### src/rtl/sdi_ctrl_pkg.sv
// Shared definitions for the SDI mode-switch sequencer.
// Contents: state encoding, video mode codes, timeout counter width and
// the lock blanking interval used while a PLL reconfiguration settles.
package sdi_ctrl_pkg;

  localparam int TMO_W             = 23;
  localparam int LOCK_BLANK_CYCLES = 16;

  localparam logic [2:0] MODE_1080P24 = 3'd0;
  localparam logic [2:0] MODE_1080P25 = 3'd1;
  localparam logic [2:0] MODE_1080P30 = 3'd2;
  localparam logic [2:0] MODE_1080P50 = 3'd3;
  localparam logic [2:0] MODE_1080P60 = 3'd4;
  localparam logic [2:0] MODE_MAX     = MODE_1080P60;

  typedef enum logic [2:0] {
    ST_IDLE      = 3'd0,
    ST_WAIT_EOF  = 3'd1,
    ST_DISABLE   = 3'd2,
    ST_RECONFIG  = 3'd3,
    ST_WAIT_LOCK = 3'd4,
    ST_SETTLE    = 3'd5,
    ST_ENABLE    = 3'd6,
    ST_FAULT     = 3'd7
  } state_t;

  function automatic logic mode_valid(input logic [2:0] mode);
    return (mode <= MODE_MAX);
  endfunction

endpackage

### src/rtl/sdi_tmo_counter.sv
// Loadable down-counter with zero flag, shared by every timed state of the
// SDI mode-switch sequencer.
// Ports:
//   i_clk, i_rst_n : clock, asynchronous active-low reset
//   i_load, i_val  : load strobe and load value (load wins over counting)
//   o_cnt          : current count, stops at zero
//   o_zero         : count is zero
module sdi_tmo_counter
  import sdi_ctrl_pkg::*;
#(
  parameter int W = TMO_W
) (
  input  logic         i_clk,
  input  logic         i_rst_n,
  input  logic         i_load,
  input  logic [W-1:0] i_val,
  output logic [W-1:0] o_cnt,
  output logic         o_zero
);

  logic [W-1:0] r_cnt;

  always_ff @(posedge i_clk or negedge i_rst_n) begin
    if (!i_rst_n) begin
      r_cnt <= '0;
    end else if (i_load) begin
      r_cnt <= i_val;
    end else if (r_cnt != '0) begin
      r_cnt <= r_cnt - W'(1);
    end
  end

  assign o_cnt  = r_cnt;
  assign o_zero = (r_cnt == '0);

endmodule

### src/rtl/sdi_mode_switch_ctrl.sv
// SDI mode-switch sequencer: owns the frame generator mode/enable and the
// reference-clock reconfiguration request. Runs the power-on bring-up
// (starts in RECONFIG with DEFAULT_MODE) and host-requested mode changes
// (frame boundary -> disable -> reconfig -> lock -> settle -> enable).
// Optional build macro: SDI_MODE_STATUS_EN adds o_switch_cnt and o_state.
// Ports:
//   i_clk, i_rst_n                 : clock, asynchronous active-low reset
//   i_mode_req, i_mode_req_vld     : mode request and strobe
//   o_mode_req_rdy / o_mode_rej    : ready (IDLE only) / invalid-mode pulse
//   i_sdi_fval                     : frame valid from frame generator
//   i_pll_locked                   : reference PLL lock (synchronised)
//   o_pll_reconfig, o_pll_sel      : reconfig pulse and mode for the PLL
//   o_video_mode, o_sdi_enable     : frame generator mode and enable
//   o_busy, o_err, i_err_clr       : busy, sticky error, error clear
//   o_switch_cnt, o_state          : (SDI_MODE_STATUS_EN) status taps
module sdi_mode_switch_ctrl
  import sdi_ctrl_pkg::*;
#(
  parameter logic [2:0] DEFAULT_MODE  = MODE_1080P30,
  parameter int         SETTLE_CYCLES = 1024,
  parameter int         LOCK_TIMEOUT  = 1048576,
  parameter int         EOF_TIMEOUT   = 4194304,
  parameter int         MAX_RETRY     = 3
) (
  input  logic       i_clk,
  input  logic       i_rst_n,
  input  logic [2:0] i_mode_req,
  input  logic       i_mode_req_vld,
  output logic       o_mode_req_rdy,
  output logic       o_mode_rej,
  input  logic       i_sdi_fval,
  input  logic       i_pll_locked,
  output logic       o_pll_reconfig,
  output logic [2:0] o_pll_sel,
  output logic [2:0] o_video_mode,
  output logic       o_sdi_enable,
  output logic       o_busy,
  output logic       o_err,
  input  logic       i_err_clr
`ifdef SDI_MODE_STATUS_EN
  ,
  output logic [15:0] o_switch_cnt,
  output logic [2:0]  o_state
`endif
);

  // Cycles each timed state may last. One lock attempt, including the
  // RECONFIG cycle, spans LOCK_BLANK_CYCLES + LOCK_TIMEOUT cycles.
  localparam logic [TMO_W-1:0] EOF_LEN    = TMO_W'(EOF_TIMEOUT);
  localparam logic [TMO_W-1:0] LOCK_LEN   = TMO_W'(LOCK_BLANK_CYCLES + LOCK_TIMEOUT - 1);
  localparam logic [TMO_W-1:0] SETTLE_LEN = TMO_W'(SETTLE_CYCLES);
  // Counter values above this threshold fall in the lock blanking window.
  localparam logic [TMO_W-1:0] BLANK_THR  = TMO_W'(LOCK_TIMEOUT - 2);

  // The counter is loaded during the first cycle of a state and counts from
  // the second, so a state lasting len cycles loads len-2.
  function automatic logic [TMO_W-1:0] tmo_preload(input logic [TMO_W-1:0] len);
    return (len >= TMO_W'(2)) ? (len - TMO_W'(2)) : '0;
  endfunction

  state_t           r_state;
  state_t           r_prev_state;
  logic [2:0]       r_pending;
  logic [2:0]       r_video_mode;
  logic [2:0]       r_pll_sel;
  logic             r_sdi_enable;
  logic             r_pll_reconfig;
  logic             r_mode_rej;
  logic             r_err;
  logic [7:0]       r_retry;
  logic             r_fval_q;
`ifdef SDI_MODE_STATUS_EN
  logic [15:0]      r_switch_cnt;
`endif

  logic             w_tmo_load;
  logic [TMO_W-1:0] w_tmo_len;
  logic [TMO_W-1:0] w_tmo_cnt;
  logic             w_tmo_zero;
  logic             w_tmo_done;
  logic             w_lock_blank;
  logic             w_fval_fall;

  always_comb begin
    w_tmo_len = '0;
    case (r_state)
      ST_WAIT_EOF:  w_tmo_len = EOF_LEN;
      ST_WAIT_LOCK: w_tmo_len = LOCK_LEN;
      ST_SETTLE:    w_tmo_len = SETTLE_LEN;
      default:      w_tmo_len = '0;
    endcase
  end

  // State entry is the cycle where the state differs from the previous one.
  assign w_tmo_load   = (r_state != r_prev_state);
  assign w_tmo_done   = w_tmo_load ? (w_tmo_len <= TMO_W'(1)) : w_tmo_zero;
  assign w_lock_blank = w_tmo_load || (w_tmo_cnt > BLANK_THR);
  assign w_fval_fall  = r_fval_q && !i_sdi_fval;

  sdi_tmo_counter #(
    .W (TMO_W)
  ) u_tmo (
    .i_clk   (i_clk),
    .i_rst_n (i_rst_n),
    .i_load  (w_tmo_load),
    .i_val   (tmo_preload(w_tmo_len)),
    .o_cnt   (w_tmo_cnt),
    .o_zero  (w_tmo_zero)
  );

  always_ff @(posedge i_clk or negedge i_rst_n) begin
    if (!i_rst_n) begin
      r_state        <= ST_RECONFIG;
      r_prev_state   <= ST_IDLE;
      r_pending      <= DEFAULT_MODE;
      r_video_mode   <= DEFAULT_MODE;
      r_pll_sel      <= DEFAULT_MODE;
      r_sdi_enable   <= 1'b0;
      r_pll_reconfig <= 1'b0;
      r_mode_rej     <= 1'b0;
      r_err          <= 1'b0;
      r_retry        <= '0;
      r_fval_q       <= 1'b0;
`ifdef SDI_MODE_STATUS_EN
      r_switch_cnt   <= '0;
`endif
    end else begin
      r_prev_state   <= r_state;
      r_fval_q       <= i_sdi_fval;
      r_pll_reconfig <= 1'b0;
      r_mode_rej     <= 1'b0;
      // A timeout assignment further down overrides this clear.
      if (i_err_clr) r_err <= 1'b0;

      case (r_state)
        ST_IDLE: begin
          if (!i_pll_locked) begin
            r_sdi_enable <= 1'b0;
            r_pending    <= r_video_mode;
            r_retry      <= '0;
            r_state      <= ST_WAIT_LOCK;
          end else if (i_mode_req_vld) begin
            if (!mode_valid(i_mode_req)) begin
              r_mode_rej <= 1'b1;
            end else if (i_mode_req != r_video_mode) begin
              r_pending <= i_mode_req;
              r_state   <= ST_WAIT_EOF;
            end
          end
        end
        ST_WAIT_EOF: begin
          if (w_fval_fall || w_tmo_done) begin
            r_sdi_enable <= 1'b0;
            r_state      <= ST_DISABLE;
          end
        end
        ST_DISABLE: begin
          r_state <= ST_RECONFIG;
        end
        ST_RECONFIG: begin
          r_pll_sel      <= r_pending;
          r_pll_reconfig <= 1'b1;
          r_retry        <= r_retry + 8'd1;
          r_state        <= ST_WAIT_LOCK;
        end
        ST_WAIT_LOCK: begin
          if (!w_lock_blank && i_pll_locked) begin
            r_state <= ST_SETTLE;
          end else if (w_tmo_done) begin
            r_err   <= 1'b1;
            r_state <= (r_retry < 8'(MAX_RETRY)) ? ST_RECONFIG : ST_FAULT;
          end
        end
        ST_SETTLE: begin
          // Lock loss re-enters WAIT_LOCK without a new reconfig attempt.
          if (!i_pll_locked) begin
            r_state <= ST_WAIT_LOCK;
          end else if (w_tmo_done) begin
            r_video_mode <= r_pending;
            r_state      <= ST_ENABLE;
          end
        end
        ST_ENABLE: begin
          r_sdi_enable <= 1'b1;
          r_retry      <= '0;
          r_state      <= ST_IDLE;
`ifdef SDI_MODE_STATUS_EN
          r_switch_cnt <= r_switch_cnt + 16'd1;
`endif
        end
        ST_FAULT: begin
          r_sdi_enable <= 1'b0;
          if (i_err_clr) begin
            r_retry <= '0;
            r_state <= ST_RECONFIG;
          end
        end
        default: r_state <= ST_RECONFIG;
      endcase
    end
  end

  assign o_mode_req_rdy = (r_state == ST_IDLE);
  assign o_busy         = (r_state != ST_IDLE);
  assign o_mode_rej     = r_mode_rej;
  assign o_pll_reconfig = r_pll_reconfig;
  assign o_pll_sel      = r_pll_sel;
  assign o_video_mode   = r_video_mode;
  assign o_sdi_enable   = r_sdi_enable;
  assign o_err          = r_err;
`ifdef SDI_MODE_STATUS_EN
  assign o_switch_cnt   = r_switch_cnt;
  assign o_state        = r_state;
`endif

endmodule
### config.mk
export PLATFORM = sky130hd
export DESIGN_NAME = sdi_mode_switch_ctrl
export DESIGN_NICKNAME = d
export VERILOG_FILES = /design/src/rtl/sdi_ctrl_pkg.sv /design/src/rtl/sdi_tmo_counter.sv /design/src/rtl/sdi_mode_switch_ctrl.sv
export SDC_FILE = /design/constraint.sdc
export NUM_CORES = 1
export LEC_CHECK = 0
export ABC_AREA = 1
export BUFFER_PORTS_ARGS = -buffer_cell sky130_fd_sc_hd__buf_2
export CORE_ASPECT_RATIO = 1.4
export CORE_MARGIN = 3
export CORE_UTILIZATION = 25
export CTS_CLUSTER_SIZE = 8
export DETAILED_ROUTE_END_ITERATION = 8
export HOLD_SLACK_MARGIN = 0.08
export MAX_ROUTING_LAYER = met4
export PLACE_DENSITY = 0.4
export RECOVER_POWER = 50
export SYNTH_ARGS = -nofsm -noshare
export SYNTH_HDL_FRONTEND = slang
export SYNTH_SLANG_ARGS = --single-unit
### constraint.sdc
create_clock -name i_clk -period 1.94 [get_ports i_clk]
set_input_delay 0.388 -clock i_clk [delete_from_list [all_inputs] [get_ports i_clk]]
set_output_delay 0.388 -clock i_clk [all_outputs]
set_load 0.005 [all_outputs]
==> results of run 1 <==
==> cell type report <==
cell class                 count  share of cell area [%]
tap                          147                    4.84
sequential                    51                    33.8
multi-input combinational    288                    41.2
clock buffer                   5                    3.29
timing repair buffer          50                    9.52
inverter                      62                    6.29
clock inverter                 3                    1.15
==> cell usage after synthesis <==
cell,number
a21oi_2,2
xor2_1,8
a21o_1,1
nor2_2,7
o21a_1,1
dfrtp_1,46
a21oi_1,19
nand3_2,1
inv_2,4
buf_4,1
nor3_2,2
nor3_1,2
or2_2,6
nand2_4,1
buf_6,1
a22oi_1,1
nand4_1,10
buf_2,3
nand2_1,87
o21ai_1,5
o21ai_0,22
ha_1,6
o22ai_1,6
nand2_2,4
dfstp_2,5
nor2_4,3
inv_1,57
o211ai_1,4
nand3_1,25
nor3b_1,1
xnor2_1,11
clkinv_1,1
a31oi_4,1
or2_1,1
nor4_1,2
nor2_1,47
o21bai_1,2
==> what timing repair did <==
action,4_1_cts,5_1_grt
setup buffers,0,4
resized for setup,0,15
hold buffers,1,0
hold endpoints to repair,10,0
setup endpoints to repair,0,18
==> worst max-delay path, stage by stage, from the launching register on <==
cell	delay (ns)
dfstp_2	0.65
inv_4	0.08
nand2_2	0.07
nor2_1	0.07
inv_2	0.06
buf_4	0.13
buf_2	0.11
==> routing by layer <==
| metal | part of all wire, % | routed length [µm] | global-route usage, % |
|---|---|---|---|
| met1 | 42 | 3430 | 14.8 |
| met2 | 53 | 4380 | 23.7 |
| met3 | 2.1 | 176 | 1.62 |
| met4 | 3.4 | 284 | 6.30 |
| met5 | 0 | 0 | - |
==> worst min-delay path by stage <==
stage / start / endpoint / slack (ns) / cells past startpoint
after CTS: i_sdi_fval / r_fval_q / 0.20 / 1
after floorplan: i_rst_n / o_err / 0.09 / 0
after global routing: i_sdi_fval / r_fval_q / 0.21 / 1
after detailed placement: i_rst_n / r_pending[0] / 0.35 / 1
after global placement: i_rst_n / r_pending[0] / 0.36 / 1
final: i_sdi_fval / r_fval_q / 0.21 / 1
==> power by group through the flow <==
stage               Combinational, mW  Sequential (mW)  Clock, mW
global route                     3.76             1.92       1.09
global placement                 3.11             1.88          0
floorplan                        2.13             1.80          0
detailed placement               3.11             1.88          0
CTS                              3.13             1.86       1.07
finish                           3.29             1.86       1.03
==> logic make-up after synthesis <==
group / share of synthesized area (%)
AND/OR/NAND/NOR: 29.6
flip-flops: 41.7
buffers and inverters: 8.67
adder cells (fa/ha/maj): 2.44
XOR/XNOR: 5.42
AO/OA/AOI/OAI: 12.2
==> metrics by stage <==
step                      hold slack (ns)  TNS [ns]  area [µm²]  util [%]
after detailed placement            0.352         0        3540      29.6
after CTS                           0.203         0        3720      31.1
after floorplan                    0.0924         0        3080         -
after global routing                0.208   -0.0764        3800      31.8
after global placement              0.357   -0.0117        3540      29.6
final                               0.210         0        3800      31.8
==> sequential cells by signal, indices dropped and copies added (netlist names) <==
signal and flops:
o_err 1, o_sdi_enable 1, r_prev_state 3, o_mode_rej 1
r_pending 3, r_fval_q 1, o_pll_reconfig 1, o_pll_sel 3
o_video_mode 3, r_retry 8, u_tmo.o_cnt 23, r_state 3
==> impl_metrics.env, run 1 <==
export IMPL_power_switching_mw=2.70
export IMPL_ys_seq_area_share_pct=41.7
export IMPL_reg2reg_depth=8
export IMPL_min_delay_path_class="in -> reg"
export IMPL_final_antenna_net_count=0
export IMPL_combPwrFrac_pct=53.2
export IMPL_h_tree_depth=2
export IMPL_synth_area_leaders="dfrtp_1 (37%), nand2_1 (11%), inv_1 (7.0%), nor2_1 (5.7%), dfstp_2 (4.3%)"
export IMPL_initial_core_util_pct=25.7
export IMPL_diodes=0
export IMPL_final_cell_mix="nand2_1 (84), inv_1 (54), dfrtp_1 (46)"
export IMPL_rrSetupSlack_ns=0.1
export IMPL_placed_cells=593
export IMPL_start_kind="register"
export IMPL_clock_sinks=51
export IMPL_drive_gt1_share_pct=22.7
export IMPL_syn_inst=406
export IMPL_ys_ff_latch=51
export IMPL_insertion_delay_ns=0.30
export IMPL_required_ns=1.55
export IMPL_clockPowerShare_pct=16.7
export IMPL_worst_slack_ns=0.0973
export IMPL_final_max_slew_viol_count=0
export IMPL_stdcell_count=606
export IMPL_seq_area_um2=1280
export IMPL_grt_ovfl_total=0
export IMPL_layout_commonest_cell="nand2_1"
export IMPL_drv_cap=0
export IMPL_die_y_um=137
export IMPL_fin_crit_ns=1.84
export IMPL_cts_path_max_buffers=2
export IMPL_firstDrtPassIters=4
export IMPL_io_buffers=20
export IMPL_routabilityCongestion=0.870
export IMPL_pre_cts_slack_ns=0.0317
export IMPL_status="finished, final reports clean"
export IMPL_grt_max_degree=20
export IMPL_core_area_um2=11900
export IMPL_avgSynthCellArea_um2=7.57
export IMPL_setup_violations=0
export IMPL_nNetsFinal=473
export IMPL_hpwlAfterDp_mm=6.60
export IMPL_numCtsBuffers=5
export IMPL_num_rows=47
export IMPL_yosys_warnings=0
export IMPL_worstReg2RegEnd="u_tmo.o_cnt[21]"
export IMPL_post_drt_wl_per_cell_um=13.7
export IMPL_worstSetupEndpointType="output pin"
export IMPL_die_area_um2=13700
export IMPL_grt_pass1_wl_mm=13.9
export IMPL_vias=2720
export IMPL_die_w_um=99.7
export IMPL_root_buffer="clkbuf_16"
export IMPL_vdd_ir_drop_max_mv=0.478
export IMPL_yosys_area_top_type="dfrtp_1"
export IMPL_antenna_found_initial=0
export IMPL_hold_viol=0
export IMPL_syn_nets=421
export IMPL_worstSetupStartpoint="r_state[1]"
export IMPL_ys_types=37
export IMPL_cellInternalPower_mw=3.48
export IMPL_syn_to_final_growth_pct=23.7
export IMPL_total_power_mw=6.18
export IMPL_fmax_mhz=543
export IMPL_fin_crit_sh_pct=95.0
export IMPL_route_detailed_drc=0
export IMPL_first_global_vias=2830
export IMPL_vias_per_cell=4.49
export IMPL_path_clk_slew_ns=0.07
export IMPL_endpoint="o_busy"
export IMPL_fillers=1285
export IMPL_path_max_fanout=7
export IMPL_static_leakage_power_nw=1.82
export IMPL_multi_input_area_um2=1560
export IMPL_worstMarginPinSlew_ns=0.418
export IMPL_synth_area_um2=3070
export IMPL_cts_tree="yes"
export IMPL_rsz0062_at_grt="true"
export IMPL_wl_mm=8.27
export IMPL_critPathKind="reg -> out"
export IMPL_synth_top_cell_area_share_pct=37.5
export IMPL_arrival_ns=1.45
export IMPL_seqPwrFrac_pct=30.1
export IMPL_drt_iter0_drc=108
export IMPL_finalClockSkew_ns=0.00824
export IMPL_switching_share_pct=43.7
export IMPL_ioPinCount=21
export IMPL_gr_usage_all_layers_pct=13.4
export IMPL_max_slew_margin_rel_pct=72.1
export IMPL_power_density_nw_per_um2=1630
export IMPL_worstReg2RegStart="r_state[0]"
Note: power is estimated with default switching activity, not from simulation.
==> run 2: changes to the inputs <==
--- a/config.mk
+++ b/config.mk
@@ -7,14 +7,16 @@
 export LEC_CHECK = 0
 export ABC_AREA = 1
 export BUFFER_PORTS_ARGS = -buffer_cell sky130_fd_sc_hd__buf_2
+export CELL_PAD_IN_SITES_DETAIL_PLACEMENT = 0
+export CELL_PAD_IN_SITES_GLOBAL_PLACEMENT = 1
 export CORE_ASPECT_RATIO = 1.4
-export CORE_MARGIN = 3
+export CORE_MARGIN = 5
 export CORE_UTILIZATION = 25
 export CTS_CLUSTER_SIZE = 8
 export DETAILED_ROUTE_END_ITERATION = 8
 export HOLD_SLACK_MARGIN = 0.08
 export MAX_ROUTING_LAYER = met4
-export PLACE_DENSITY = 0.4
+export PLACE_DENSITY = 0.5
 export RECOVER_POWER = 50
 export SYNTH_ARGS = -nofsm -noshare
 export SYNTH_HDL_FRONTEND = slang
==> run 2 against run 1 <==
Power down 0.74%. Worst setup slack better by 0.022 ns. Sequential share of layout area unchanged. Hold slack better by 0.028 ns. Sequential cell count unchanged. Register-to-register slack better by 0.06 ns. First-iteration DRC count down 29%. Largest power group unchanged. Highest routed layer unchanged.
==> impl_metrics.env, run 2 (synthesized netlist as in run 1, its figures left out) <==
export IMPL_root_buffer="clkbuf_16"
export IMPL_diodes=0
export IMPL_insertion_delay_ns=0.30
export IMPL_path_clk_slew_ns=0.07
export IMPL_antenna_found_initial=0
export IMPL_firstDrtPassIters=4
export IMPL_gr_usage_all_layers_pct=12.3
export IMPL_first_global_vias=2835
export IMPL_holdWs_ns=0.238
export IMPL_drv_cap=0
export IMPL_worstSetupEndpointType="output pin"
export IMPL_worstReg2RegStart="r_state[0]"
export IMPL_reg2reg_depth=11
export IMPL_dr_max_layer_used="met4"
export IMPL_pre_cts_slack_ns=0.0672
export IMPL_drt_iter0_drc=77
export IMPL_required_ns=1.55
export IMPL_hold_viol=0
export IMPL_drive_gt1_share_pct=22.7
export IMPL_met1_length_mm=3.37
export IMPL_path_max_fanout=7
export IMPL_wl_mm=8.54
export IMPL_setup_violations=0
export IMPL_final_setup_tns_ns=0
export IMPL_final_core_util_pct=31.2
export IMPL_fin_crit_sh_pct=93.9
export IMPL_met2WireLength_mm=4.91
export IMPL_hold_buffers=0
export IMPL_static_leakage_power_nw=1.83
export IMPL_stdcell_count=613
export IMPL_cts_path_max_buffers=2
export IMPL_vdd_ir_drop_max_mv=0.669
export IMPL_core_area_um2=12200
export IMPL_worst_slack_ns=0.119
export IMPL_clock_sinks=51
export IMPL_numCtsBuffers=5
export IMPL_total_power_mw=6.14
export IMPL_max_slew_margin_rel_pct=12.3
export IMPL_final_antenna_net_count=0
export IMPL_io_buffers=20
export IMPL_route_met3_wl_um=141
export IMPL_finalClockSkew_ns=0.00777
export IMPL_fin_crit_ns=1.82
export IMPL_arrival_ns=1.43
export IMPL_num_rows=48
export IMPL_routabilityCongestion=0.797
export IMPL_grt_max_degree=52
export IMPL_final_max_slew_viol_count=0
export IMPL_start_kind="register"
export IMPL_min_delay_path_class="in -> reg"
export IMPL_fmax_mhz=549
export IMPL_power_density_nw_per_um2=1610
export IMPL_ioPinCount=21
export IMPL_post_drt_wl_per_cell_um=13.9
export IMPL_final_cell_mix="nand2_1 (86), inv_1 (57), dfrtp_1 (46)"
export IMPL_hold_path_end="r_fval_q"
export IMPL_die_y_um=141
export IMPL_place_area_um2=3590
export IMPL_worstMarginPinSlew_ns=1.32
export IMPL_h_tree_depth=2
export IMPL_worstReg2RegEnd="u_tmo.o_cnt[5]"
export IMPL_nNetsFinal=477
export IMPL_syn_to_final_growth_pct=23.7
export IMPL_fillers=1316
export IMPL_final_cell_area_um2=3800
export IMPL_vias_per_cell=4.42
export IMPL_initial_core_util_pct=25.2
export IMPL_die_w_um=104
export IMPL_vias=2708
export IMPL_hpwlAfterDp_mm=6.76
export IMPL_largest_reg_flops=23
export IMPL_min_path_cells=1
export IMPL_cts_tree="yes"
export IMPL_grt_pass1_wl_mm=14.1
export IMPL_route_detailed_drc=0
export IMPL_rrSetupSlack_ns=0.16
export IMPL_grt_ovfl_total=0
export IMPL_die_area_um2=14600
export IMPL_rsz0062_at_grt="true"
export IMPL_critPathKind="reg -> out"
export IMPL_status="finished, final reports clean"
export IMPL_hp_start="i_sdi_fval"
export IMPL_placed_cells=602
export IMPL_layout_commonest_cell="nand2_1"
[run 2: area by class of cell]
class	count	area, µm²	share of cell area [%]
inverters	62	233	6.12
clock inverters	3	43.8	1.15
multi-input cells	288	1560	41.2
repair buffers	54	364	9.58
flip-flops and latches	51	1280	33.8
clock buffers	5	125	3.29
well taps	150	188	4.94
[run 2: worst max path at each step]
| stage | from | endpoint |
|---|---|---|
| 2_1_floorplan | r_state[0] | u_tmo.o_cnt[5] |
| 3_3_place_gp | r_state[0] | u_tmo.o_cnt[5] |
| 3_5_place_dp | r_state[0] | u_tmo.o_cnt[5] |
| 4_1_cts | r_state[1] | o_busy |
| 5_1_grt | r_state[0] | u_tmo.o_cnt[5] |
| 6_report | r_state[1] | o_busy |
[run 2: what timing repair did]
action                     4_1_cts  5_1_grt
setup buffers                    0        3
resized for setup                0        9
setup endpoints to repair        0       10
[run 2: worst max-delay path, stage by stage (launching register included)]
cell and delay, ns:
dfstp_2 0.59, inv_2 0.09, nand2_1 0.10, nor2_1 0.07, inv_2 0.05, buf_4 0.12, buf_2 0.11
[run 2: where the power goes]
group | internal, mW | switching (mW)
logic | 1.35 | 1.92
registers | 1.50 | 0.338
clock network | 0.610 | 0.421
[run 2: per-layer routing]
metal,track usage [%],up-vias
met4,3.68,0
met2,24.3,25
met1,12.5,1263
li1,-,1412
met5,-,-
met3,1.69,8
